[src/rtl/bsg_mux_one_hot_rr_arb.sv]
`default_nettype none
// ============================================================================
//  Module   : bsg_mux_one_hot_rr_arb
//  Purpose  : Round-robin arbiter in front of a shared one-hot AND-OR mux,
//             feeding a single-entry valid/ready output register.
//             Define BSG_MUX_ONE_HOT_RR_ARB_LOCK_EN to hold a grant for the
//             whole of a multi-beat packet (last_i-delimited).
//  Revision : 1.0 - initial release
// ============================================================================
module bsg_mux_one_hot_rr_arb #(
    parameter int width_p = 32,
    parameter int els_p   = 2
) (
    input  logic                     clk_i,
    input  logic                     reset_n_i,
    input  logic [els_p-1:0]         v_i,
    input  logic [els_p*width_p-1:0] data_i,
    input  logic [els_p-1:0]         last_i,
    output logic [els_p-1:0]         yumi_o,
    output logic                     v_o,
    output logic [width_p-1:0]       data_o,
    output logic                     last_o,
    output logic [els_p-1:0]         sel_one_hot_o,
    input  logic                     ready_i
);

    localparam int                 c_ptr_w    = (els_p > 1) ? $clog2(els_p) : 1;
    localparam logic [c_ptr_w-1:0] c_ptr_last = c_ptr_w'(els_p - 1);

    logic                 r_v;
    logic [width_p-1:0]   r_data;
    logic                 r_last;
    logic [els_p-1:0]     r_sel;
    logic [c_ptr_w-1:0]   r_ptr;

    logic                 w_accept;
    logic [els_p-1:0]     w_req;
    logic [els_p-1:0]     w_grant;
    logic [c_ptr_w-1:0]   w_grant_idx;
    logic [c_ptr_w-1:0]   w_scan_idx;
    logic                 w_found;
    logic [width_p-1:0]   w_mux_data;
    logic                 w_mux_last;
    logic                 w_load;

    assign w_accept = ~r_v | ready_i;

`ifdef BSG_MUX_ONE_HOT_RR_ARB_LOCK_EN
    typedef enum logic [0:0] {
        ST_IDLE   = 1'b0,
        ST_LOCKED = 1'b1
    } state_t;

    state_t             r_state;
    logic [c_ptr_w-1:0] r_lock_idx;

    // While locked, only the owner of the open packet is eligible.
    always_comb begin
        w_req = '0;
        for (int k = 0; k < els_p; k++) begin
            if (r_state == ST_IDLE || c_ptr_w'(k) == r_lock_idx) begin
                w_req[k] = v_i[k];
            end
        end
    end

    always_ff @(posedge clk_i) begin
        if (!reset_n_i) begin
            r_state    <= ST_IDLE;
            r_lock_idx <= '0;
        end else if (w_load) begin
            case (r_state)
                ST_IDLE: begin
                    if (!w_mux_last) begin
                        r_state    <= ST_LOCKED;
                        r_lock_idx <= w_grant_idx;
                    end
                end
                ST_LOCKED: begin
                    if (w_mux_last) begin
                        r_state <= ST_IDLE;
                    end
                end
                default: r_state <= ST_IDLE;
            endcase
        end
    end
`else
    assign w_req = v_i;
`endif

    // Scan upward from the slot after the last winner, wrapping at els_p.
    always_comb begin
        w_grant     = '0;
        w_grant_idx = r_ptr;
        w_found     = 1'b0;
        w_scan_idx  = r_ptr;
        for (int i = 0; i < els_p; i++) begin
            w_scan_idx = (w_scan_idx == c_ptr_last) ? '0 : w_scan_idx + c_ptr_w'(1);
            if (!w_found && w_req[w_scan_idx]) begin
                w_found              = 1'b1;
                w_grant[w_scan_idx]  = 1'b1;
                w_grant_idx          = w_scan_idx;
            end
        end
    end

    always_comb begin
        w_mux_data = '0;
        for (int k = 0; k < els_p; k++) begin
            w_mux_data = w_mux_data | (data_i[k*width_p +: width_p] & {width_p{w_grant[k]}});
        end
    end

    assign w_mux_last = |(last_i & w_grant);
    assign w_load     = w_accept & w_found;
    assign yumi_o     = w_grant & {els_p{w_accept & reset_n_i}};

    always_ff @(posedge clk_i) begin
        if (!reset_n_i) begin
            r_v    <= 1'b0;
            r_data <= '0;
            r_last <= 1'b0;
            r_sel  <= '0;
            r_ptr  <= c_ptr_last;
        end else if (w_accept) begin
            if (w_found) begin
                r_v    <= 1'b1;
                r_data <= w_mux_data;
                r_last <= w_mux_last;
                r_sel  <= w_grant;
                r_ptr  <= w_grant_idx;
            end else begin
                r_v <= 1'b0;
            end
        end
    end

    assign v_o           = r_v;
    assign data_o        = r_data;
    assign last_o        = r_last;
    assign sel_one_hot_o = r_sel;

endmodule
`default_nettype wire

[config.mk]
export PLATFORM = sky130hd
export DESIGN_NAME = bsg_mux_one_hot_rr_arb
export DESIGN_NICKNAME = d
export VERILOG_FILES = /design/src/rtl/bsg_mux_one_hot_rr_arb.sv
export SDC_FILE = /design/constraint.sdc
export NUM_CORES = 1
export LEC_CHECK = 0
export ABC_AREA = 0
export ABC_CLOCK_PERIOD_IN_PS = 1810
export BUFFER_PORTS_ARGS = -buffer_cell sky130_fd_sc_hd__buf_4
export CAP_MARGIN = 5
export CORE_MARGIN = 1
export CORE_UTILIZATION = 43
export DETAILED_ROUTE_END_ITERATION = 7
export PLACE_DENSITY = 0.84
export SLEW_MARGIN = 30
export SYNTH_ARGS = -nofsm -noshare
export SYNTH_HDL_FRONTEND = slang
export SYNTH_SLANG_ARGS = --single-unit
export TNS_END_PERCENT = 1
[constraint.sdc]
create_clock -name clk_i -period 1.81 [get_ports clk_i]
set_clock_uncertainty 0.2 [all_clocks]
set_input_delay 0 -clock clk_i [delete_from_list [all_inputs] [get_ports clk_i]]
set_output_delay 0 -clock clk_i [all_outputs]
set_load 0.1 [all_outputs]
Word-level counts from Yosys, hierarchy flattened

Index checks and enable logic that the tools add are counted.
Widths: inputs -> output; s select.

Register bits after elaboration: 37
Input port bits: 71
Output and inout port bits: 38

Add/sub/neg operators: 2
Magnitude comparators: 4
Mux-type cells: 17
Bitwise gates (word level): 9
Reduce and logical (&&, ||, !) cells: 8

Operator list:

| kind                | number |
|---|---|
| $and 32x32->32      | 2 |
| $or 32x32->32       | 1 |
| $mux 1              | 13 |
| $and 2x2->2         | 2 |
| $lt 1x2->1 const B  | 2 |
| $mux 2              | 2 |
| $logic_and 1x1->1   | 3 |
| $reduce_and 3->1    | 1 |
| $add 1x1->1 const B | 2 |
| $demux 1 s1         | 2 |
| $ge 1x1->1 const B  | 2 |
| $or 2x2->2          | 1 |
| $reduce_and 2->1    | 1 |
| $reduce_bool 2->1   | 1 |
| $reduce_or 2->1     | 1 |
| $and 1x1->1         | 1 |
| $logic_not 1->1     | 1 |
| $not 1->1           | 1 |
| $or 1x1->1          | 1 |

Depth between registers and ports, before layout

Gate-level depths: netlist of run 1.

Depth after elaboration: 12
Mapped depth: 6

Least setup slack after synthesis of run 1

Ideal clock, no wire load.

Path type: reg-to-output
Start point: reg r_v (netlist: v_o)
End point: out yumi_o[0]
Arrival time: 2.525 ns
Required time: 1.610 ns
Setup slack: -0.915 ns
Stages on the path, launching flop included: 6
Path buffers: 2
Path through: dfxtp_1 nand2b_1 buf_4 buf_2 nand3_1 nor2_1

Cells in the longest elaborated chain, start to end: 4

RTL lines:

| item                   | RTL line | text |
|---|---|---|
| start, declared        | 30       | `logic r_v;` |
| start signal, assigned | 121      | `r_v <= 1'b0;` |
| start signal, assigned | 128      | `r_v <= 1'b1;` |
| start signal, assigned | 134      | `r_v <= 1'b0;` |
| $not 1->1              | 46       | `assign w_accept = ~r_v \| ready_i;` |
| $or 1x1->1             | 46       |  |
| $and 1x1->1            | 117      | `assign yumi_o = w_grant & {els_p{w_accept & reset_n_i}};` |
| $and 2x2->2            | 117      |  |
| end, declared          | 19       | `output logic [els_p-1:0] yumi_o,` |

No other way between the ends.

Final worst setup path of run 1

Start point: in v_i[0]
End point: reg r_data[31] (netlist: data_o[31])

Cells in the longest elaborated chain, start to end: 8
Elaborated cells between the ends (all ways): 15

RTL lines:

| item                                      | RTL line | text |
|---|---|---|
| start, declared                           | 16       | `input logic [els_p-1:0] v_i,` |
| $mux 1 (not written as such) (2 in a row) | 100      | `if (!w_found && w_req[w_scan_idx]) begin` |
| $mux 1                                    | 100      |  |
| $logic_not 1->1                           | 100      |  |
| $logic_and 1x1->1                         | 100      |  |
| $mux 2                                    | 100      |  |
| $and 32x32->32                            | 111      | `w_mux_data = w_mux_data \| (data_i[k*width_p +: width_p] & {width_p{w_grant[k]}});` |
| $or 32x32->32                             | 111      |  |
| end signal, assigned                      | 129      | `r_data <= w_mux_data;` |
| end, declared                             | 31       | `logic [width_p-1:0] r_data;` |

Several ways; a longest one is shown, not always the timed one. The select of a mux whose other input is x is not followed.
A chain may end at the register's enable or synchronous reset.

==> results.txt, run 1 <==
The flow ran to the end, and the final reports show no timing, DRC or antenna violations. The capturing point of the worst reg2reg path was data_o[20]$_SDFFE_PN0P_. Based on the critical path, the design can be clocked at up to 0.569 GHz.

The run gives 0.00406 mm2 as the floorplan core area. For the share of power burned in the clock network, the log shows 0.218. The worst hold path terminates at data_o[17]$_SDFFE_PN0P_.

The fraction of the mapped netlist area in adder cells was 0; the floorplan row count was 23. The final period demand of the worst path is 1760 ps. The startpoint type of the worst setup path was an input port.

Max-cap violations in this run came to 0. The number of failing hold endpoints at the final stage came out at 0. The repair_antennas step left the layout with diodes totalling 0. On the worst path, the slowest cell contributes a delay of 1160 ps. The min-delay analysis places its worst path in the category in -> reg. During synthesis, Yosys emitted a total of 0 warnings.

The overall die area came out at 0.00455 mm2. The final layout contains routed wiring with a total length of 7.76 mm. For this design the static power due to leakage is 1.47 nW. The overall die height is 67.5 um, and the post-synth net total is 287.

CTS built an H-tree with a depth of 2. The post-synthesis instance total came out at 216. For this design, the slowest cell found on the critical path is dlygate4sd3_1. Relative slew slack: 0.383. The sequential group share of total power was 0.354; the number of buffers between clock root and the deepest sink was 2. The tools report the internal power as 1.52 mW. The xor-xnor portion of the synthesized cell area is 0.

The mean number of vias per cell works out to 6.00. After global routing the overflow that remains totals 0. Dividing total power by cell area gives a power density of 755 mW/mm2. In this run, CTS created clock tree buffers numbering 5.

The flip-flop and latch count after synthesis works out to 37. The tools report the DRC violation total after the first TritonRoute iteration as 372. The run gives 0.00184 mm2 as the netlist area before placement. The net count of the finished layout is 459. For the worst flop-to-flop path, the logic depth is 5. X dimension of the die: 67.5 um.

TritonCTS built the clock tree. The run gives 5 as the number of search-and-repair iterations in the first detailed-routing pass. The number of max-slew violations in the final report is 0, and the number of input and output port buffers inserted is 108. The run gives 0.402 as the sequential cell area fraction in the yosys report.

The kind of cell with the highest combined delay along the critical path is buffers and inverters. The dominant combinational cell family by area after synthesis was simple AND/OR/NAND/NOR gates. The number of antenna violations at the first check in global routing was 0.

The top fanout value on the critical path works out to 20. The congestion estimate from routability-driven global placement came to 0.711. The tools report the worst-skew pair later-pin latency as 290 ps. The critical path in this run is classified as in -> reg.

Pin placement for this block handled 109 I/O pins. The critical path goes through buf_4 > dlygate4sd3_1 > nand4_1 > a31oi_1. The number of buffers added for setup after CTS was 0. The critical path contains buffers and inverters numbering 2 combined. The tools report the total negative slack for setup checks as 0 ps. Share of synthesized cell area in and, or, nand and nor gates: 0.229. The synthesized netlist contains 23 unique library cells. Fraction of final layout cells with drive strength greater than 1: 0.344. Once placement completed, the tool counted placed cells totaling 356. At the worst endpoint, the arrival time is 1770 ps. The worst hold path begins at ready_i. The setup-violating endpoint count in the final report is 0.

The finished layout holds 439 standard cells, fillers aside. The via count of the first global-routing pass is 2598, and the required time at the endpoint of the critical path is 1830 ps. The fraction of the mapped netlist area in compound gates came out at 0.228. The clock root buffer was clkbuf_8. The number of nets with antenna violations after detailed routing is 0.

In this run the worst setup path begins at v_i[0]. The number of instances on the worst hold path was 5; the mux cell area share after synthesis was 0. The logs give 37 for the number of sinks handled by clock tree synthesis and 1.07 mW for the switching component of the power. The design draws 2.60 mW. For the pin with the worst max-slew slack, the measured transition is 923 ps. Wire length of the first global-routing pass: 11.7 mm.

STA classifies the critical path endpoint as a register. From synthesis to final layout, the design area changed by 86.5%. The setup check on the worst reg-to-reg path leaves a slack of 80 ps. The post-route DRC violation count is 0. The final period utilization is 0.970, and the starting density of the core is 0.455. The peak supply drop is 0.520 mV, and the wire length per cell is 17.7 um. The combinational fraction of design power was 0.428. The HPWL after detailed placement is 3.95 mm.

The clock-pin slew on the worst setup and hold paths was 70 ps. The worst register-to-register path begins at v_o$_SDFFE_PN0P_. Entering global routing, the biggest net connects 49 pins. The routed layout has 2634 vias. For the overall track demand over capacity in global routing, the log shows 0.346.

The switching share of total power was 0.413. The mean instance size in the synthesized netlist was 8.54 um2. The fraction of the core area covered by cells at the end of the flow came out at 0.848.
==> how the worst max path moves through the flow <==
stage	to	slack (ps)	depth (start not counted)
2_1_floorplan	yumi_o[0]	40	5
3_3_place_gp	data_o[16]$_SDFFE_PN0P_	450	4
3_5_place_dp	data_o[16]$_SDFFE_PN0P_	420	4
4_1_cts	data_o[29]$_SDFFE_PN0P_	20	6
5_1_grt	data_o[20]$_SDFFE_PN0P_	-7	5
6_report	data_o[31]$_SDFFE_PN0P_	50	4
==> layout make-up <==
class	instances	area, um2
timing repair buffer	195	1690
multi-input combinational	148	863
sequential	37	742
fill	218	618
clock buffer	6	72.6
tap	50	62.6
clock inverter	2	10.0
inverter	1	3.75
==> registers in the layout, summed over array words and instances (netlist names) <==
register	flops
v_o	1
last_o	1
sel_one_hot_o	2
r_ptr	1
data_o	32
==> cells in the final DEF, fill, tap and decap left out <==
| master | count |
|---|---|
| a31oi_1 | 33 |
| clkinv_2 | 2 |
| clkbuf_8 | 5 |
| nor2_4 | 3 |
| a21boi_4 | 1 |
| nand2b_2 | 1 |
| dfxtp_1 | 36 |
| o21ai_0 | 30 |
| dlygate4sd3_1 | 73 |
| nand2_1 | 1 |
| nor2b_2 | 1 |
| dfxtp_2 | 1 |
| buf_12 | 2 |
| buf_4 | 117 |
| a21oi_1 | 3 |
| o21ai_1 | 6 |
| nand4_1 | 33 |
| inv_1 | 1 |
| nand3_1 | 35 |
| nand2b_1 | 1 |
| buf_6 | 1 |
| dlymetal6s4s_1 | 2 |
| clkbuf_1 | 1 |
==> routing by layer <==
| layer | GRT usage | vias up | share of wire | wire [um] |
|---|---|---|---|---|
| li1 | - | 1172 | - | - |
| met1 | 0.372 | 1214 | 0.37 | 2860 |
| met2 | 0.616 | 204 | 0.50 | 3890 |
| met3 | 0.0895 | 44 | 0.092 | 717 |
| met4 | 0.178 | 0 | 0.038 | 292 |
| met5 | 0 | - | 0 | 0 |
==> Yosys cell counts <==
library cell    instances  share of area
nor2b_1                 1         0.0034
dfxtp_1                37           0.40
clkbuf_1                1         0.0020
nand2_1                 1         0.0020
inv_1                   1         0.0020
dlymetal6s2s_1          1         0.0068
nand2b_1                2         0.0068
clkbuf_2                2         0.0054
nand4_1                33           0.11
buf_6                   7          0.043
nor2_1                  2         0.0041
nand3_1                35          0.095
a21oi_1                 3         0.0081
clkbuf_4                2         0.0081
nor2_4                  1         0.0061
o21ai_0                31          0.084
a21boi_4                1          0.010
buf_2                   5          0.014
buf_4                   7          0.028
clkbuf_8                3          0.022
a31oi_1                33           0.11
dlygate4sd1_1           2         0.0095
o21ai_1                 5          0.014
==> per-stage QoR <==
step | worst slack [ps] | hold WS, ps | instance area, um2
floorplan | 39.3 | -128 | 1860
detailed placement | 416 | 13.1 | 2600
finish | 54.0 | 35.9 | 3440
global placement | 453 | 8.74 | 2600
CTS | 17.2 | 60.7 | 3430
global route | -6.73 | 38.1 | 3440
==> kinds of logic (layout without fill, tap and decap cells) <==
family | count (synthesis) | in the layout
AND/OR/NAND/NOR | 75 | 75
flip-flops | 37 | 37
AO/OA/AOI/OAI | 73 | 73
buffers and inverters | 31 | 204
==> what timing repair did <==
action,4_1_cts,5_1_grt
endpoints found under the setup margin,0,6
hold endpoints to repair,35,0
hold buffers,75,0
gates resized for setup,0,4
==> power groups by stage <==
stage	Sequential, mW	Combinational [mW]	Clock, mW
after floorplan	1.38	0.247	0
after global placement	0.933	0.941	0
after detailed placement	0.933	0.948	0
after CTS	0.915	1.08	0.568
after global routing	0.924	1.15	0.608
final	0.919	1.11	0.566
==> worst reg2reg max path: stages, from the launching register on <==
cell and delay [ps]:
dfxtp_2 340, nor2b_2 180, buf_6 170, o21ai_0 90
dlygate4sd3_1 560, a31oi_1 120
Note: power is estimated with default switching activity, not from simulation.
==> run 2, diff against run 1 <==
Settings changed: ABC_AREA 0 to 1, PLACE_DENSITY 0.84 to 0.85.
==> run 2 against run 1 <==
Against the previous run:
- the flow now finishes with violations (negative setup slack)
- sequential share of layout area shrank 0.46 points
- worst hold slack improved by 69 ps
- setup slack worse by 88 ps
- die area shrank 1.1%
- cell area up 2.4%
- global-route usage decreased by 0.43 points
- fmax fell by 4.8%
- sequential cell count stayed put
- core utilization increased by 2.6 points
- final cell count rose by 20%
- clock power up 3%
==> results.txt, run 2 <==
Relative to the synthesized area, the layout overhead comes to 93.1%. The overall die height was 67.1 um. The flip-flop count of the largest register, all copies and words added was 32. Row generation in the floorplan step produced 23 rows. The H-tree depth came out at 2. The tools report the required time at the endpoint of the critical path as 1840 ps. The starting density of the core was 0.452; the post-route DRC violation count was 0. The run finished, with violations left.

The proportion of synthesized flip-flops having asynchronous set or reset was 0. Clock-pin slew was measured on the worst setup and hold paths at 90 ps. The total I/O pin count was 109.

Power comes to 2.74 mW. The overall track demand over capacity in global routing is 0.342, and the top cell type's share of synthesized area is 0.406. Overall die area: 0.00450 mm2.

TritonCTS built the clock tree. The number of buffers between clock root and the deepest sink came out at 2. The path type of the worst min-delay path is in -> reg. The combinational fraction of design power is 0.448. At the pin with the least slew margin, the transition time is 561 ps. The tools report the number of buffers added for setup after CTS as 0.

Wires add up to 8.05 mm. The worst setup slack after layout is -34.2 ps, and the netlist area before placement is 0.00182 mm2. The routed layout has 2761 vias. The number of input and output port buffers inserted works out to 108. The internal power is 1.54 mW, and the mean number of vias per cell is 5.25.

Synthesis produced a netlist whose cell count is 297. The biggest area contributor in the post-synthesis netlist is dfxtp_1. For the share of power burned in the clock network, the log shows 0.212.

In this run the horizontal extent of the chip is 67.1 um. The wire length per cell came out at 15.3 um. The total congestion overflow came out at 0. Once placement completed, the tool counted placed cells totaling 447.

The setup path with the least slack is of type in -> reg. Final hold analysis gives a worst-case slack of 105 ps. The run gives 206 as the fill cell instance count of the final layout. Once detail routing completed, the nets flagged for antenna violations numbered 0.

Summed over all cells, the static leakage comes to 1.90 nW. nand2_1 is the most common cell in the netlist. Antenna diode instance count: 0. STA classifies the critical path endpoint as a register. The final period utilization came out at 1.02. The number of antenna violations at the first check in global routing was 0; the final non-filler cell total was 526. Power density over the cells: 778 mW/mm2. The cell sitting at the root of the clock tree is a clkbuf_8. The number of sinks handled by clock tree synthesis was 37; the highest clock rate was 0.542 GHz.

The worst setup slack after placement was 331 ps; the number of distinct library cells after synthesis was 17. Entering global routing, the biggest net connects 27 pins. The pre-antenna-repair detailed-routing pass consisted of 5 iterations. The mean instance size in the synthesized netlist came out at 6.14 um2.

The run gives 0 as the number of max-slew violations in the final report. The net count of the finished layout is 546. The top fanout value on the critical path works out to 18.

The total of max-cap violations is 0, and the cell area after layout is 0.00352 mm2. For this run, the number of Yosys warnings is 0. The setup-violating endpoint count in the final report is 1, and the flip-flop and latch count after synthesis is 37. Counting flops with a built-in enable in the synthesized netlist gives 0.

The tools report the number of buffers created by CTS as 5. STA classifies the critical path startpoint as an input port. The run gives 0.339 as the sequential group share of total power.

Leaving out fill and tap cells, the most frequent cell in the layout is buf_4. Data on the critical path arrives at its endpoint at 1870 ps. The congestion estimate from routability-driven global placement came to 0.819. The core region is 0.00403 mm2. Adding up every negative setup slack in the final design gives -34.2 ps. The fraction of final layout cells with drive strength greater than 1 is 0.288. For the fraction of the core area covered by cells at the end of the flow, the log shows 0.874. The relative slew slack came out at 0.625.

The library cells used most frequently in the layout, excluding fill and tap cells, are 114 x buf_4, 106 x nand2_1, 71 x dlygate4sd3_1, 58 x nor2_1, 35 x dfxtp_1. The first global-routing pass estimated 11.4 mm of wire. The sequential cell area fraction in the yosys report came out at 0.406.

The primary flip-flop cell chosen by synthesis mapping is dfxtp_1. By count the netlist is led by 108 x nand2_1, 59 x nor2_1, 37 x dfxtp_1, 26 x inv_1, 25 x nand3_1. The final period demand of the worst path is 1840 ps, and the via count of the first global-routing pass is 2598. The final reports fail on negative setup slack. In this run the cell area measured after placement is 0.00269 mm2. For the switching component of the power, the log shows 1.20 mW. The logs give 368 for the post-synth net total and 0 for the number of failing hold endpoints at the final stage. The HPWL after detailed placement is 3.73 mm. In this run, the number of DRC markers left after iteration 0 of detailed routing was 281. The worst-case IR drop observed on VDD is 0.766 mV. The later pin in the worst-skew pair is clocked with a latency of 300 ps. Switching share of total power: 0.436. In the post-synthesis netlist, the biggest area contributors are dfxtp_1 41%, nand2_1 22%, nor2_1 12%, nand3_1 6.9%, inv_1 5.4%.
## run 2: cell types whose count changed after synthesis, moves of 10 or more
cell / previous run / this run
a31oi_1: 33 / 0
inv_1: 1 / 26
nand2_1: 1 / 108
nand3_1: 35 / 25
nand4_1: 33 / 12
nor2_1: 2 / 59
o21ai_0: 31 / 0
## run 2: power groups by stage
stage / logic (mW) / clock network, mW / registers, mW
floorplan: 0.264 / 0 / 1.44
global placement: 1.04 / 0 / 0.941
detailed placement: 1.05 / 0 / 0.942
CTS: 1.17 / 0.581 / 0.925
global route: 1.28 / 0.633 / 0.935
finish: 1.23 / 0.581 / 0.930
## run 2: timing repair
action                                  CTS  global route
hold endpoints to repair                 35             0
endpoints found under the setup margin    0             4
hold buffers                             71             0
gates resized for setup                   0             9
## run 2: critical path: stages
cell and delay (ps):
dlygate4sd3_1 540, buf_4 210, nand2_2 130, nand3_1 70, dlygate4sd3_1 580, nand2_1 90
nand2_1 80, a21oi_2 170
## run 2: per-layer routing
metal  global-route usage  share of wire
met5                    0              0
met4                0.205          0.053
met3                0.111           0.10
met2                0.591           0.50
met1                0.357           0.35
## run 2: worst paths after layout
check | from | endpoint | slack [ps] | depth (start not counted)
max | v_i[1] | data_o[5]$_SDFFE_PN0P_ | -30 | 8
min | ready_i | v_o$_SDFFE_PN0P_ | 100 | 5
max reg2reg | r_ptr$_SDFFE_PN1P_ | data_o[5]$_SDFFE_PN0P_ | -10 | 7
min reg2reg | sel_one_hot_o[1]$_SDFFE_PN0P_ | sel_one_hot_o[1]$_SDFFE_PN0P_ | 280 | 2
## run 2: cell type report
cell class                      instances  area [um2]  area share
Clock buffer                            5        68.8      0.0195
Clock inverter                          3        17.5     0.00498
Inverter                               29         111      0.0316
Multi-Input combinational cell        215         916       0.260
Sequential cell                        37         743       0.211
Tap cell                               50        62.6      0.0178
Timing Repair Buffer                  187        1600       0.455
## run 2: kinds of logic after synthesis
group,after synthesis,share of synthesized area
compound gates,9,0.0302
simple gates,206,0.461
buf+inv,45,0.103
flops,37,0.406
